### src/rtl/pipelined_borrow_lookahead_subtractor_if.sv
// Valid/ready stream bundle for the pipelined borrow-lookahead subtractor.
// The master drives operands and out_ready. The slave returns the result and its flags.
interface pipelined_borrow_lookahead_subtractor_if #(
  parameter int unsigned WIDTH = 16
);
  logic             in_valid;
  logic             in_ready;
  logic [WIDTH-1:0] a;
  logic [WIDTH-1:0] b;
  logic             bin;
  logic             out_valid;
  logic             out_ready;
  logic [WIDTH-1:0] diff;
  logic             bout;
  logic             ovf;
  logic             zero;

  modport master (
    output in_valid, a, b, bin, out_ready,
    input  in_ready, out_valid, diff, bout, ovf, zero
  );

  modport slave (
    input  in_valid, a, b, bin, out_ready,
    output in_ready, out_valid, diff, bout, ovf, zero
  );
endinterface

### src/rtl/pipelined_borrow_lookahead_subtractor.sv
// Streaming a - b - bin. Each pipeline stage resolves one 4-bit borrow-lookahead group.
// The borrow is registered between stages, and the whole pipe stalls together on backpressure.
module pipelined_borrow_lookahead_subtractor #(
  parameter int unsigned WIDTH = 16
) (
  input logic                                    clk,
  input logic                                    rst_n,
  pipelined_borrow_lookahead_subtractor_if.slave bus
);
  localparam int unsigned GRP    = 4;
  localparam int unsigned STAGES = WIDTH / GRP;
  localparam int unsigned LAST   = STAGES - 1;

  // Two-level lookahead over one nibble; returns {borrow_out, diff_nibble}.
  function automatic logic [GRP:0] grp_sub(
    input logic [GRP-1:0] x,
    input logic [GRP-1:0] y,
    input logic           bi
  );
    logic [GRP-1:0] g;
    logic [GRP-1:0] p;
    logic [GRP-1:0] c;
    logic           bo;
    g    = ~x & y;
    p    = ~(x ^ y);
    c[0] = bi;
    c[1] = g[0] | (p[0] & bi);
    c[2] = g[1] | (p[1] & g[0]) | (p[1] & p[0] & bi);
    c[3] = g[2] | (p[2] & g[1]) | (p[2] & p[1] & g[0])
         | (p[2] & p[1] & p[0] & bi);
    bo   = g[3] | (p[3] & g[2]) | (p[3] & p[2] & g[1])
         | (p[3] & p[2] & p[1] & g[0])
         | (p[3] & p[2] & p[1] & p[0] & bi);
    return {bo, x ^ y ^ c};
  endfunction

  logic advance_c;

  // The pipe moves only when the output slot is empty or is being drained.
  assign advance_c    = ~g_stage[LAST].vld_q | bus.out_ready;
  assign bus.in_ready = advance_c;

  for (genvar k = 0; k < STAGES; k++) begin : g_stage
    // Operand bits still to be processed, and completed diff bits, after this stage.
    localparam int unsigned UW = WIDTH - GRP * k;
    localparam int unsigned DW = GRP * (k + 1);

    logic [UW-1:0] a_up;
    logic [UW-1:0] b_up;
    logic          v_in;
    logic          bi_in;
    logic [GRP:0]  res;
    logic [DW-1:0] d_nxt;
    logic          vld_q;
    logic          brw_q;
    logic [DW-1:0] d_q;

    if (k == 0) begin : g_head
      assign a_up  = bus.a;
      assign b_up  = bus.b;
      assign v_in  = bus.in_valid;
      assign bi_in = bus.bin;
      assign d_nxt = res[GRP-1:0];
    end else begin : g_body
      assign a_up  = g_stage[k-1].g_carry.a_q;
      assign b_up  = g_stage[k-1].g_carry.b_q;
      assign v_in  = g_stage[k-1].vld_q;
      assign bi_in = g_stage[k-1].brw_q;
      assign d_nxt = {res[GRP-1:0], g_stage[k-1].d_q};
    end

    assign res = grp_sub(a_up[GRP-1:0], b_up[GRP-1:0], bi_in);

    always_ff @(posedge clk or negedge rst_n) begin : p_stage
      if (!rst_n) begin
        vld_q <= 1'b0;
        brw_q <= 1'b0;
        d_q   <= '0;
      end else if (advance_c) begin
        vld_q <= v_in;
        brw_q <= res[GRP];
        d_q   <= d_nxt;
      end
    end

    if (k < LAST) begin : g_carry
      // Unprocessed upper nibbles travel with the beat.
      logic [UW-GRP-1:0] a_q;
      logic [UW-GRP-1:0] b_q;

      always_ff @(posedge clk or negedge rst_n) begin : p_carry
        if (!rst_n) begin
          a_q <= '0;
          b_q <= '0;
        end else if (advance_c) begin
          a_q <= a_up[UW-1:GRP];
          b_q <= b_up[UW-1:GRP];
        end
      end
    end else begin : g_tail
      logic ovf_c;
      logic zero_c;
      logic ovf_q;
      logic zero_q;

      assign ovf_c  = (a_up[GRP-1] ^ b_up[GRP-1]) & (res[GRP-1] ^ a_up[GRP-1]);
      assign zero_c = ~|d_nxt;

      always_ff @(posedge clk or negedge rst_n) begin : p_flags
        if (!rst_n) begin
          ovf_q  <= 1'b0;
          zero_q <= 1'b0;
        end else if (advance_c) begin
          ovf_q  <= ovf_c;
          zero_q <= zero_c;
        end
      end
    end
  end

  assign bus.out_valid = g_stage[LAST].vld_q;
  assign bus.diff      = g_stage[LAST].d_q;
  assign bus.bout      = g_stage[LAST].brw_q;
  assign bus.ovf       = g_stage[LAST].g_tail.ovf_q;
  assign bus.zero      = g_stage[LAST].g_tail.zero_q;

endmodule

### src/flat_wrapper.sv
// flat-port wrapper written by rule: the top's interface ports become plain ports
module pipelined_borrow_lookahead_subtractor_flat 
#(
  parameter int unsigned WIDTH = 16
)
  (clk, rst_n, bus_in_valid, bus_a, bus_b, bus_bin, bus_out_ready, bus_in_ready, bus_out_valid, bus_diff, bus_bout, bus_ovf, bus_zero);
  pipelined_borrow_lookahead_subtractor_if #(.WIDTH(WIDTH)) bus_i ();
  input logic clk;
  input logic rst_n;
  input wire logic [$bits(bus_i.in_valid)-1:0] bus_in_valid;
  input wire logic [$bits(bus_i.a)-1:0] bus_a;
  input wire logic [$bits(bus_i.b)-1:0] bus_b;
  input wire logic [$bits(bus_i.bin)-1:0] bus_bin;
  input wire logic [$bits(bus_i.out_ready)-1:0] bus_out_ready;
  output wire logic [$bits(bus_i.in_ready)-1:0] bus_in_ready;
  output wire logic [$bits(bus_i.out_valid)-1:0] bus_out_valid;
  output wire logic [$bits(bus_i.diff)-1:0] bus_diff;
  output wire logic [$bits(bus_i.bout)-1:0] bus_bout;
  output wire logic [$bits(bus_i.ovf)-1:0] bus_ovf;
  output wire logic [$bits(bus_i.zero)-1:0] bus_zero;
  assign bus_i.in_valid = bus_in_valid;
  assign bus_i.a = bus_a;
  assign bus_i.b = bus_b;
  assign bus_i.bin = bus_bin;
  assign bus_i.out_ready = bus_out_ready;
  assign bus_in_ready = bus_i.in_ready;
  assign bus_out_valid = bus_i.out_valid;
  assign bus_diff = bus_i.diff;
  assign bus_bout = bus_i.bout;
  assign bus_ovf = bus_i.ovf;
  assign bus_zero = bus_i.zero;
  pipelined_borrow_lookahead_subtractor #(.WIDTH(WIDTH)) u_core (.clk(clk), .rst_n(rst_n), .bus(bus_i));
endmodule
### config.mk
export PLATFORM = sky130hd
export DESIGN_NAME = pipelined_borrow_lookahead_subtractor_flat
export DESIGN_NICKNAME = d
export VERILOG_FILES = /design/src/rtl/pipelined_borrow_lookahead_subtractor_if.sv /design/src/rtl/pipelined_borrow_lookahead_subtractor.sv /design/src/flat_wrapper.sv
export SDC_FILE = /design/constraint.sdc
export NUM_CORES = 1
export LEC_CHECK = 0
export ABC_AREA = 1
export BUFFER_PORTS_ARGS = -buffer_cell sky130_fd_sc_hd__buf_2
export CELL_PAD_IN_SITES_DETAIL_PLACEMENT = 0
export CELL_PAD_IN_SITES_GLOBAL_PLACEMENT = 1
export CORE_ASPECT_RATIO = 1.25
export CORE_MARGIN = 3
export CORE_UTILIZATION = 40
export CTS_CLUSTER_SIZE = 30
export DETAILED_ROUTE_END_ITERATION = 16
export PLACE_DENSITY_LB_ADDON = 0.1
export SETUP_SLACK_MARGIN = 0.3
export SYNTH_ARGS = -nofsm -noshare
export SYNTH_HDL_FRONTEND = slang
export SYNTH_SLANG_ARGS = --single-unit
### constraint.sdc
create_clock -name clk -period 1.5 [get_ports clk]
set_input_delay 0.15 -clock clk [delete_from_list [all_inputs] [get_ports clk]]
set_output_delay 0.15 -clock clk [all_outputs]
set_load 0.05 [all_outputs]
**After elaboration in Yosys (flattened, before gate mapping)**

Index checks and enable logic that the tools add are counted.

- Register bits: 98
- Input port bits: 37
- Word-level logic and storage cells: 151

- Bitwise gates (word level): 129
- Reductions and logical operators: 2

Operator list:

| operator | number |
|---|---|
| AND 1 bit | 65 |
| OR 1 bit | 41 |
| inverter 4 bit | 8 |
| XOR 4 bit | 8 |
| AND 4 bit | 4 |
| OR reduction 16 bit | 1 |
| XOR 1 bit | 2 |
| zero test 1 bit | 1 |
| inverter 1 bit | 1 |

**Depth between registers and ports, before layout**

Gate-level depths: netlist (run 1).

- Depth in word-level cells: 9
- Mapped depth: 10

**Least setup slack after synthesis (run 1)**

No wires, ideal clock.

- Path kind: register to register
- From: reg u_core.g_stage[3].vld_q (netlist: u_core.bus.out_valid)
- To: reg u_core.g_stage[0].g_carry.b_q[10]
- Arrival: 1.287 ns
- Data required time: 1.384 ns
- Slack: 0.096 ns
- Stages on the path, launching flop included: 6
- Path buffers: 2
- Path through: dfrtp_1 -> nand2_2 -> buf_4 -> buf_2 -> nand2_1 -> nand2_1

- Longest elaborated chain between the ends: 2

RTL lines:

| item | line | RTL |
|---|---|---|
| start: declaration | pipelined_borrow_lookahead_subtractor.sv:54 | `logic vld_q;` |
| start signal: assignment | pipelined_borrow_lookahead_subtractor.sv:80 | `vld_q <= v_in;` |
| inverter 1 bit | pipelined_borrow_lookahead_subtractor.sv:40 | `assign advance_c = ~g_stage[LAST].vld_q \| bus.out_ready;` |
| OR 1 bit | pipelined_borrow_lookahead_subtractor.sv:40 |  |
| via bus_in_ready | flat_wrapper.sv:15 | `output wire logic [$bits(bus_i.in_ready)-1:0] bus_in_ready;` |
| end signal: assignment | pipelined_borrow_lookahead_subtractor.sv:97 | `b_q <= b_up[UW-1:GRP];` |
| end: declaration | pipelined_borrow_lookahead_subtractor.sv:89 | `logic [UW-GRP-1:0] b_q;` |

The timed path passes the listed nets, and every way through them passes these cells.
A chain may end at the register's enable or synchronous reset.

**Final worst setup path (run 1)**

- From: reg u_core.g_stage[2].g_carry.a_q[2]
- To: reg u_core.g_stage[3].g_tail.zero_q (netlist: u_core.bus.zero)

- Longest elaborated chain between the ends: 9
- Elaborated cells on any way between the ends: 15
- Those cells by class: bitwise (13); reduce/logical (2)

RTL lines:

| item | line | RTL |
|---|---|---|
| start: declaration | pipelined_borrow_lookahead_subtractor.sv:88 | `logic [UW-GRP-1:0] a_q;` |
| start signal: assignment | pipelined_borrow_lookahead_subtractor.sv:96 | `a_q <= a_up[UW-1:GRP];` |
| XOR 4 bit | pipelined_borrow_lookahead_subtractor.sv:25, pipelined_borrow_lookahead_subtractor.sv:34 |  |
| inverter 4 bit | pipelined_borrow_lookahead_subtractor.sv:25 | `p = ~(x ^ y);` |
| AND 1 bit, on equally long branches | pipelined_borrow_lookahead_subtractor.sv:29, pipelined_borrow_lookahead_subtractor.sv:30 |  |
| OR 1 bit (tied with other cells) | pipelined_borrow_lookahead_subtractor.sv:29 | `c[3] = g[2] \| (p[2] & g[1]) \| (p[2] & p[1] & g[0])` |
| OR 1 bit or AND 1 bit (tied branches) | pipelined_borrow_lookahead_subtractor.sv:29, pipelined_borrow_lookahead_subtractor.sv:30 |  |
| OR 1 bit | pipelined_borrow_lookahead_subtractor.sv:30 | `\| (p[2] & p[1] & p[0] & bi);` |
| XOR 4 bit (*) | pipelined_borrow_lookahead_subtractor.sv:34 | `return {bo, x ^ y ^ c};` |
| OR reduction 16 bit (*) | pipelined_borrow_lookahead_subtractor.sv:107 | `assign zero_c = ~\|d_nxt;` |
| zero test 1 bit (*) | pipelined_borrow_lookahead_subtractor.sv:107 |  |
| end signal: assignment | pipelined_borrow_lookahead_subtractor.sv:115 | `zero_q <= zero_c;` |
| end: declaration | pipelined_borrow_lookahead_subtractor.sv:104 | `logic zero_q;` |

Mark *: on every way between the ends. The rest lies on a longest branch, timed or not.

==> impl_metrics.py, run 1 <==
metrics = {
    "run_status": {
        "status": "finished, final reports clean",
    },
    "synth": {
        "synth-seq-area-share": 0.560,
        "netlist_instances": 498,
        "synth_seq_cells": 98,
        "synth_area_um2": 4380,
        "ys_warn_count": 0,
        "yosys.area.top_type_share": 0.560,
        "yosys.cell_types.count": 21,
        "synth.avg_cell_area_um2": 8.80,
        "synth_top_area_cell": "dfrtp_1",
        "syn_nets": 555,
        "synth_area_leaders": "dfrtp_1 (56%), nand2_1 (14%), o21ai_0 (7.5%), inv_1 (5.1%), ha_1 (4.6%)",
    },
    "sta": {
        "setup_tns_ns": 0,
        "timing.hold.ws_ns": 0.00967,
        "min_period_ns": 1.38,
        "setup_viol": 0,
        "rsz0062_at_grt": "yes",
        "final_hold_viol_count": 0,
        "finalCritPeriodShare": 0.917,
        "slew_headroom": 0.815,
        "drv_slew": 0,
        "tightest_slew_ns": 0.277,
        "fmax_mhz": 727,
        "finalClockSkew_ns": 0.00575,
    },
    "critical_path": {
        "crit_buf_inv": 1,
        "setup.worst_path.class": "reg2reg",
        "r2r-start": "u_core.g_stage[2].g_carry.a_q[2]",
        "critPathTopFamily": "simple AND/OR/NAND/NOR gates",
        "cpPeakStageDelay_ns": 0.37,
        "critPathMaxFanout": 4,
        "r2r_slack_ns": 0.12,
        "required_ns": 1.74,
        "cp_cell_sequence": "inv_2 > ha_4 > or2_1 > nand2_2 > nand2_2 > nand2_2 > nand2_2 > nand3_2 > nand2_1",
        "crit_arrival_ns": 1.61,
        "critPathMostFrequentCell": "nand2_2",
        "setup.worst_path.start_class": "flip-flop",
        "r2r_end": "u_core.bus.zero",
        "worstRegToRegCells": 9,
        "worstSetupEndpointType": "flip-flop",
        "slowest_stage": "dfrtp_1",
    },
    "power": {
        "switchingPower_uw": 5250,
        "sequentialPowerShare": 0.342,
        "power_frac_comb": 0.471,
        "vdd_drop_max_mv": 0.834,
        "p_clk_frac": 0.186,
        "p_int_uw": 7660,
        "leakagePower_uw": 0.00289,
        "power_density_nw_per_um2": 2290,
        "swShare": 0.407,
    },
    "floorplanning": {
        "io_pins": 58,
        "fp.dieW_um": 99.6,
        "core_area_um2": 10700,
        "die_area_um2": 12300,
        "start_util": 0.411,
        "die_y_um": 123,
        "row_count": 42,
    },
    "global_route": {
        "grt_pass1_wl_um": 15200,
        "antenna_found_initial": 0,
        "grt_usage": 0.158,
        "grt_overflow": 0,
        "grt_max_degree": 62,
        "grt_pass1_vias": 3318,
    },
    "layout": {
        "fin_nets": 637,
        "drive_gt1_frac": 0.279,
        "fillers": 1029,
        "final_common_cell": "nand2_1",
        "syn2layout_area_growth_pct": 28.6,
        "most-common-layout-cells": "nand2_1 (159), dfrtp_1 (95), o21ai_0 (60)",
        "diodes": 0,
    },
    "hold_path": {
        "min_path_cells": 3,
        "hp-start": "bus_b[6]",
        "whs_endpoint": "u_core.g_stage[0].g_carry.b_q[2]",
        "hold_class": "in2reg",
    },
    "clock_tree": {
        "path_clk_slew_ns": 0.07,
        "clk_path_buf_depth": 2,
        "cts_tree": "done",
        "htree_levels": 3,
        "clock_sinks": 98,
        "clock_latency_ns": 0.34,
        "cts_made_buffers": 9,
        "clock_tree.root_cell": "clkbuf_16",
    },
    "detailed_routing": {
        "vias": 3357,
        "drtIter0Drc": 121,
        "firstDrtPassIters": 5,
        "via_per_inst": 4.69,
        "wl_per_cell_um": 12.4,
        "drt_wl_total_um": 8890,
        "ant_nets": 0,
        "drt_drc_violations_left": 0,
    },
    "place": {
        "dp_hpwl_um": 5820,
        "port_buffers": 57,
        "gp_congestion": 0.725,
    },
    "run": {
        "maxCapViolations": 0,
    },
}
==> layer usage <==
layer	part of all wire	GRT usage
met5	0	0
met4	0.018	0.0734
met3	0.034	0.0299
met2	0.48	0.256
met1	0.47	0.204
==> registers in the layout, summed over array words and instances (netlist names) <==
signal and count:
u_core.bus.diff 16, u_core.g_stage.g_carry.a_q 24, u_core.g_stage.vld_q 3, u_core.g_stage.d_q 24, u_core.bus.zero 1, u_core.g_stage.g_carry.b_q 24, u_core.bus.bout 1, u_core.g_stage.brw_q 3
u_core.bus.ovf 1, u_core.bus.out_valid 1
==> synthesized netlist by cell type <==
| master | n |
|---|---|
| nand3_1 | 14 |
| buf_2 | 9 |
| o21ai_0 | 66 |
| dfrtp_1 | 98 |
| buf_4 | 8 |
| inv_2 | 1 |
| xnor2_1 | 1 |
| inv_1 | 59 |
| fa_1 | 4 |
| a21oi_1 | 14 |
| or2_1 | 3 |
| nand4_1 | 4 |
| nand2_1 | 168 |
| nand2_2 | 6 |
| ha_1 | 16 |
| o21ai_2 | 1 |
| o21ai_1 | 1 |
| xor2_1 | 3 |
| nor2_1 | 17 |
| nand3_2 | 1 |
| clkbuf_1 | 4 |
==> power by group through the flow <==
stage | registers (uW) | logic (uW) | clock network, uW
after global routing | 4570 | 6870 | 2580
final | 4420 | 6080 | 2400
after detailed placement | 4440 | 5150 | 0
after global placement | 4420 | 5030 | 0
after CTS | 4410 | 5590 | 2480
after floorplan | 5170 | 3150 | 0
==> layout make-up <==
cell class | count | area, um2 | area share
Clock buffer | 10 | 229 | 0.0406
Clock inverter | 5 | 78.8 | 0.0140
Inverter | 60 | 225 | 0.0400
Multi-Input combinational cell | 319 | 1790 | 0.318
Sequential cell | 98 | 2460 | 0.436
Tap cell | 132 | 165 | 0.0293
Timing Repair Buffer | 92 | 689 | 0.122
==> worst register-to-register path: stages (launching register included) <==
cell and delay [ns]:
dfrtp_1 0.37, inv_2 0.08, ha_4 0.21, or2_1 0.22, nand2_2 0.08, nand2_2 0.08
nand2_2 0.07, nand2_2 0.06, nand3_2 0.07, nand2_1 0.04
==> logic make-up (layout without fill, tap and decap cells) <==
family / after synthesis / in the layout / synth area share
fa+ha+maj: 20 / 20 / 0.0639
buf+inv: 81 / 167 / 0.0788
flops: 98 / 98 / 0.560
xor+xnor: 4 / 4 / 0.00799
simple gates: 213 / 213 / 0.195
compound gates: 82 / 82 / 0.0945
==> per-stage QoR <==
stage | instance area, um2 | instances | util | setup slack, ns | total power (uW)
after floorplan | 4490 | 498 | - | 0.181 | 8330
after global placement | 4940 | 675 | 0.463 | 0.130 | 9450
after detailed placement | 4940 | 675 | 0.463 | 0.0938 | 9590
after CTS | 5440 | 702 | 0.510 | 0.0929 | 12500
after global routing | 5640 | 716 | 0.528 | 0.00973 | 14000
final | 5640 | 716 | 0.528 | 0.125 | 12900
==> worst max-delay path by stage <==
stage / from / end / slack, ns / cells after the start
final: u_core.g_stage[2].g_carry.a_q[2] / u_core.bus.zero / 0.12 / 9
after global routing: u_core.g_stage[2].g_carry.a_q[0] / u_core.bus.zero / 0.01 / 8
after CTS: u_core.g_stage[2].brw_q / u_core.bus.zero / 0.09 / 7
after detailed placement: u_core.g_stage[2].brw_q / u_core.bus.zero / 0.09 / 7
after global placement: u_core.g_stage[2].brw_q / u_core.bus.zero / 0.13 / 7
after floorplan: u_core.g_stage[2].brw_q / u_core.bus.zero / 0.18 / 7
==> repair_timing <==
| item | in CTS | in global routing |
|---|---|---|
| pin swaps | 17 | 24 |
| hold buffers | 3 | 0 |
| hold endpoints to repair | 81 | 0 |
| buffers inserted | 8 | 13 |
| gates resized for setup | 21 | 27 |
| cloned | 1 | 1 |
| endpoints found under the setup margin | 18 | 30 |
No activity file was read; power rests on OpenSTA's default activity.
==> inputs of run 2 (changes only) <==
- CELL_PAD_IN_SITES_DETAIL_PLACEMENT: 0 -> 1
==> run 2 against run 1 <==
  * Clock power increased by 12%
  * Clock skew rose by 0.00079 ns
  * Hold slack is essentially flat
  * Highest routed layer unchanged
  * Wire length rose by 22%
  * Sequential cell count unchanged
  * Critical path depth unchanged
  * Maximum frequency is 1.9% lower
  * Die area unchanged
  * Total power grew 8.7%
  * Count of clock-buffer cells in the layout did not move
  * First-iteration DRC count up 34%
  * Register-to-register slack lost 0.03 ns
==> impl_metrics.py, run 2 (synthesis results as in run 1) <==
metrics = {
    "power": {
        "finalPower_uw": 14000,
        "leakagePower_uw": 0.00294,
        "power_density_nw_per_um2": 2410,
        "vdd_drop_max_mv": 0.895,
    },
    "critical_path": {
        "worstRegToRegCells": 9,
        "cpPeakStageDelay_ns": 0.38,
        "critical_path_cell_count": 9,
        "cp_cell_sequence": "inv_2 > ha_4 > or2_1 > nand2_2 > nand2_2 > nand2_2 > nand2_2 > nand3_2 > nand2_1",
        "crit_arrival_ns": 1.64,
        "critPathTopFamily": "simple AND/OR/NAND/NOR gates",
        "critPathMostFrequentCell": "nand2_2",
        "crit_buf_inv": 1,
        "r2r_slack_ns": 0.1,
        "setup.worst_path.class": "reg2reg",
        "r2r_end": "u_core.bus.zero",
        "critPathMaxFanout": 4,
        "setup.worst_path.start_class": "flip-flop",
        "required_ns": 1.74,
        "r2r-start": "u_core.g_stage[2].g_carry.a_q[2]",
        "worstSetupEndpointType": "flip-flop",
        "slowest_stage": "dfrtp_1",
    },
    "sta": {
        "slew_headroom": 0.813,
        "fmax_mhz": 713,
        "finalCritPeriodShare": 0.935,
        "tightest_slew_ns": 0.280,
        "drv_slew": 0,
        "min_period_ns": 1.40,
        "finalClockSkew_ns": 0.00654,
        "rsz0062_at_grt": "yes",
        "final_hold_viol_count": 0,
        "setup_viol": 0,
    },
    "detailed_routing": {
        "drtIter0Drc": 162,
        "drt_wl_total_um": 10800,
        "wl_per_cell_um": 15.0,
        "drt_drc_violations_left": 0,
        "via_per_inst": 4.87,
        "firstDrtPassIters": 4,
        "vias": 3515,
        "ant_nets": 0,
    },
    "global_route": {
        "grt_pass1_vias": 3598,
        "grt_use_met3": 0.0248,
        "grtUsageMet1": 0.226,
        "grt_use_met2": 0.300,
        "grt_pass1_wl_um": 17100,
        "grt_usage": 0.175,
        "antenna_found_initial": 0,
        "top_usage_layer": "met2",
        "grt_overflow": 0,
        "grt_max_degree": 62,
    },
    "place": {
        "post_dp_cell_area_um2": 4940,
        "port_buffers": 57,
        "gp_congestion": 0.725,
        "dp_hpwl_um": 6750,
    },
    "hold_path": {
        "hp-start": "bus_b[9]",
        "hold_class": "in2reg",
        "min_path_cells": 3,
        "whs_endpoint": "u_core.g_stage[0].g_carry.b_q[5]",
    },
    "floorplanning": {
        "die_area_um2": 12300,
        "fp.dieW_um": 99.6,
        "start_util": 0.411,
        "core_area_um2": 10700,
        "row_count": 42,
        "io_pins": 58,
        "die_y_um": 123,
    },
    "clock_tree": {
        "cts_tree": "done",
        "htree_levels": 3,
        "clock_tree.root_cell": "clkbuf_16",
        "cts_made_buffers": 9,
        "clock_latency_ns": 0.34,
        "path_clk_slew_ns": 0.07,
        "clock_sinks": 98,
        "clk_path_buf_depth": 2,
    },
    "layout": {
        "final_area_um2": 5820,
        "diodes": 0,
        "reg_top3": "u_core.g_stage.d_q: 24 flops, u_core.g_stage.g_carry.a_q: 24 flops, u_core.g_stage.g_carry.b_q: 24 flops",
        "syn2layout_area_growth_pct": 32.8,
        "final_common_cell": "nand2_1",
        "most-common-layout-cells": "nand2_1 (154), dfrtp_1 (94), o21ai_0 (55), buf_2 (55), inv_1 (47)",
        "fillers": 1235,
        "fin_nets": 642,
        "final_util": 0.546,
        "drive_gt1_frac": 0.295,
    },
    "run": {
        "maxCapViolations": 0,
    },
    "run_status": {
        "status": "finished, final reports clean",
    },
}
run 2: changes by cell type in the layout (fill, tap and decap cells not counted), moves of 3 or more:
cell / change
o21ai_0: -5
nand3_2: -3
buf_6: +5
nand2_4: +3
a21oi_4: +3
inv_2: -3
o21ai_1: +4
nand2_1: -5
inv_4: +3
run 2: power breakdown:
part	internal [uW]	leakage, uW	switching, uW
clock network	1680	0.000165	1000
registers	3790	0.00118	667
logic	2740	0.00159	4150
run 2: layout make-up:
| class | count | area, um2 | area share |
|---|---|---|---|
| Multi-Input combinational cell | 319 | 1850 | 0.318 |
| Inverter | 60 | 233 | 0.0400 |
| Tap cell | 132 | 165 | 0.0284 |
| Clock inverter | 6 | 114 | 0.0196 |
| Sequential cell | 98 | 2460 | 0.422 |
| Clock buffer | 10 | 239 | 0.0411 |
| Timing Repair Buffer | 97 | 761 | 0.131 |
run 2: how the worst max path moves through the flow:
stage | end | startpoint
6_report | u_core.bus.zero | u_core.g_stage[2].g_carry.a_q[2]
5_1_grt | u_core.bus.zero | u_core.g_stage[2].g_carry.a_q[2]
4_1_cts | u_core.bus.zero | u_core.g_stage[2].g_carry.b_q[0]
3_5_place_dp | u_core.bus.zero | u_core.g_stage[2].brw_q
3_3_place_gp | u_core.bus.zero | u_core.g_stage[2].brw_q
2_1_floorplan | u_core.bus.zero | u_core.g_stage[2].brw_q
run 2: timing repair:
item	in CTS	in global routing
pin swaps	17	29
hold buffers	4	0
setup buffers	8	16
hold endpoints to repair	82	0
gates cloned	1	2
setup endpoints to repair	26	34
gates resized for setup	28	47
run 2: per-layer routing:
layer	wire (um)	part of all wire
met1	4760	0.44
met2	5610	0.52
met3	291	0.027
met4	180	0.017
met5	0	0
run 2: through the flow:
step | setup slack (ns) | instances | hold WS [ns] | setup TNS [ns]
finish | 0.0975 | 722 | 0.00989 | 0
global route | -0.0178 | 722 | 0.0171 | -0.0236
CTS | 0.0911 | 704 | 0.00790 | 0
detailed placement | 0.0939 | 675 | 0.0504 | 0
global placement | 0.130 | 675 | 0.0498 | 0
floorplan | 0.181 | 498 | -0.146 | 0
run 2: worst register-to-register path: cells and delay by family, from the launching register on:
family,cells,cell delay [ns]
flip-flops,1,0.38
adder cells (fa/ha/maj),1,0.21
buffers and inverters,1,0.08
AND/OR/NAND/NOR,7,0.63
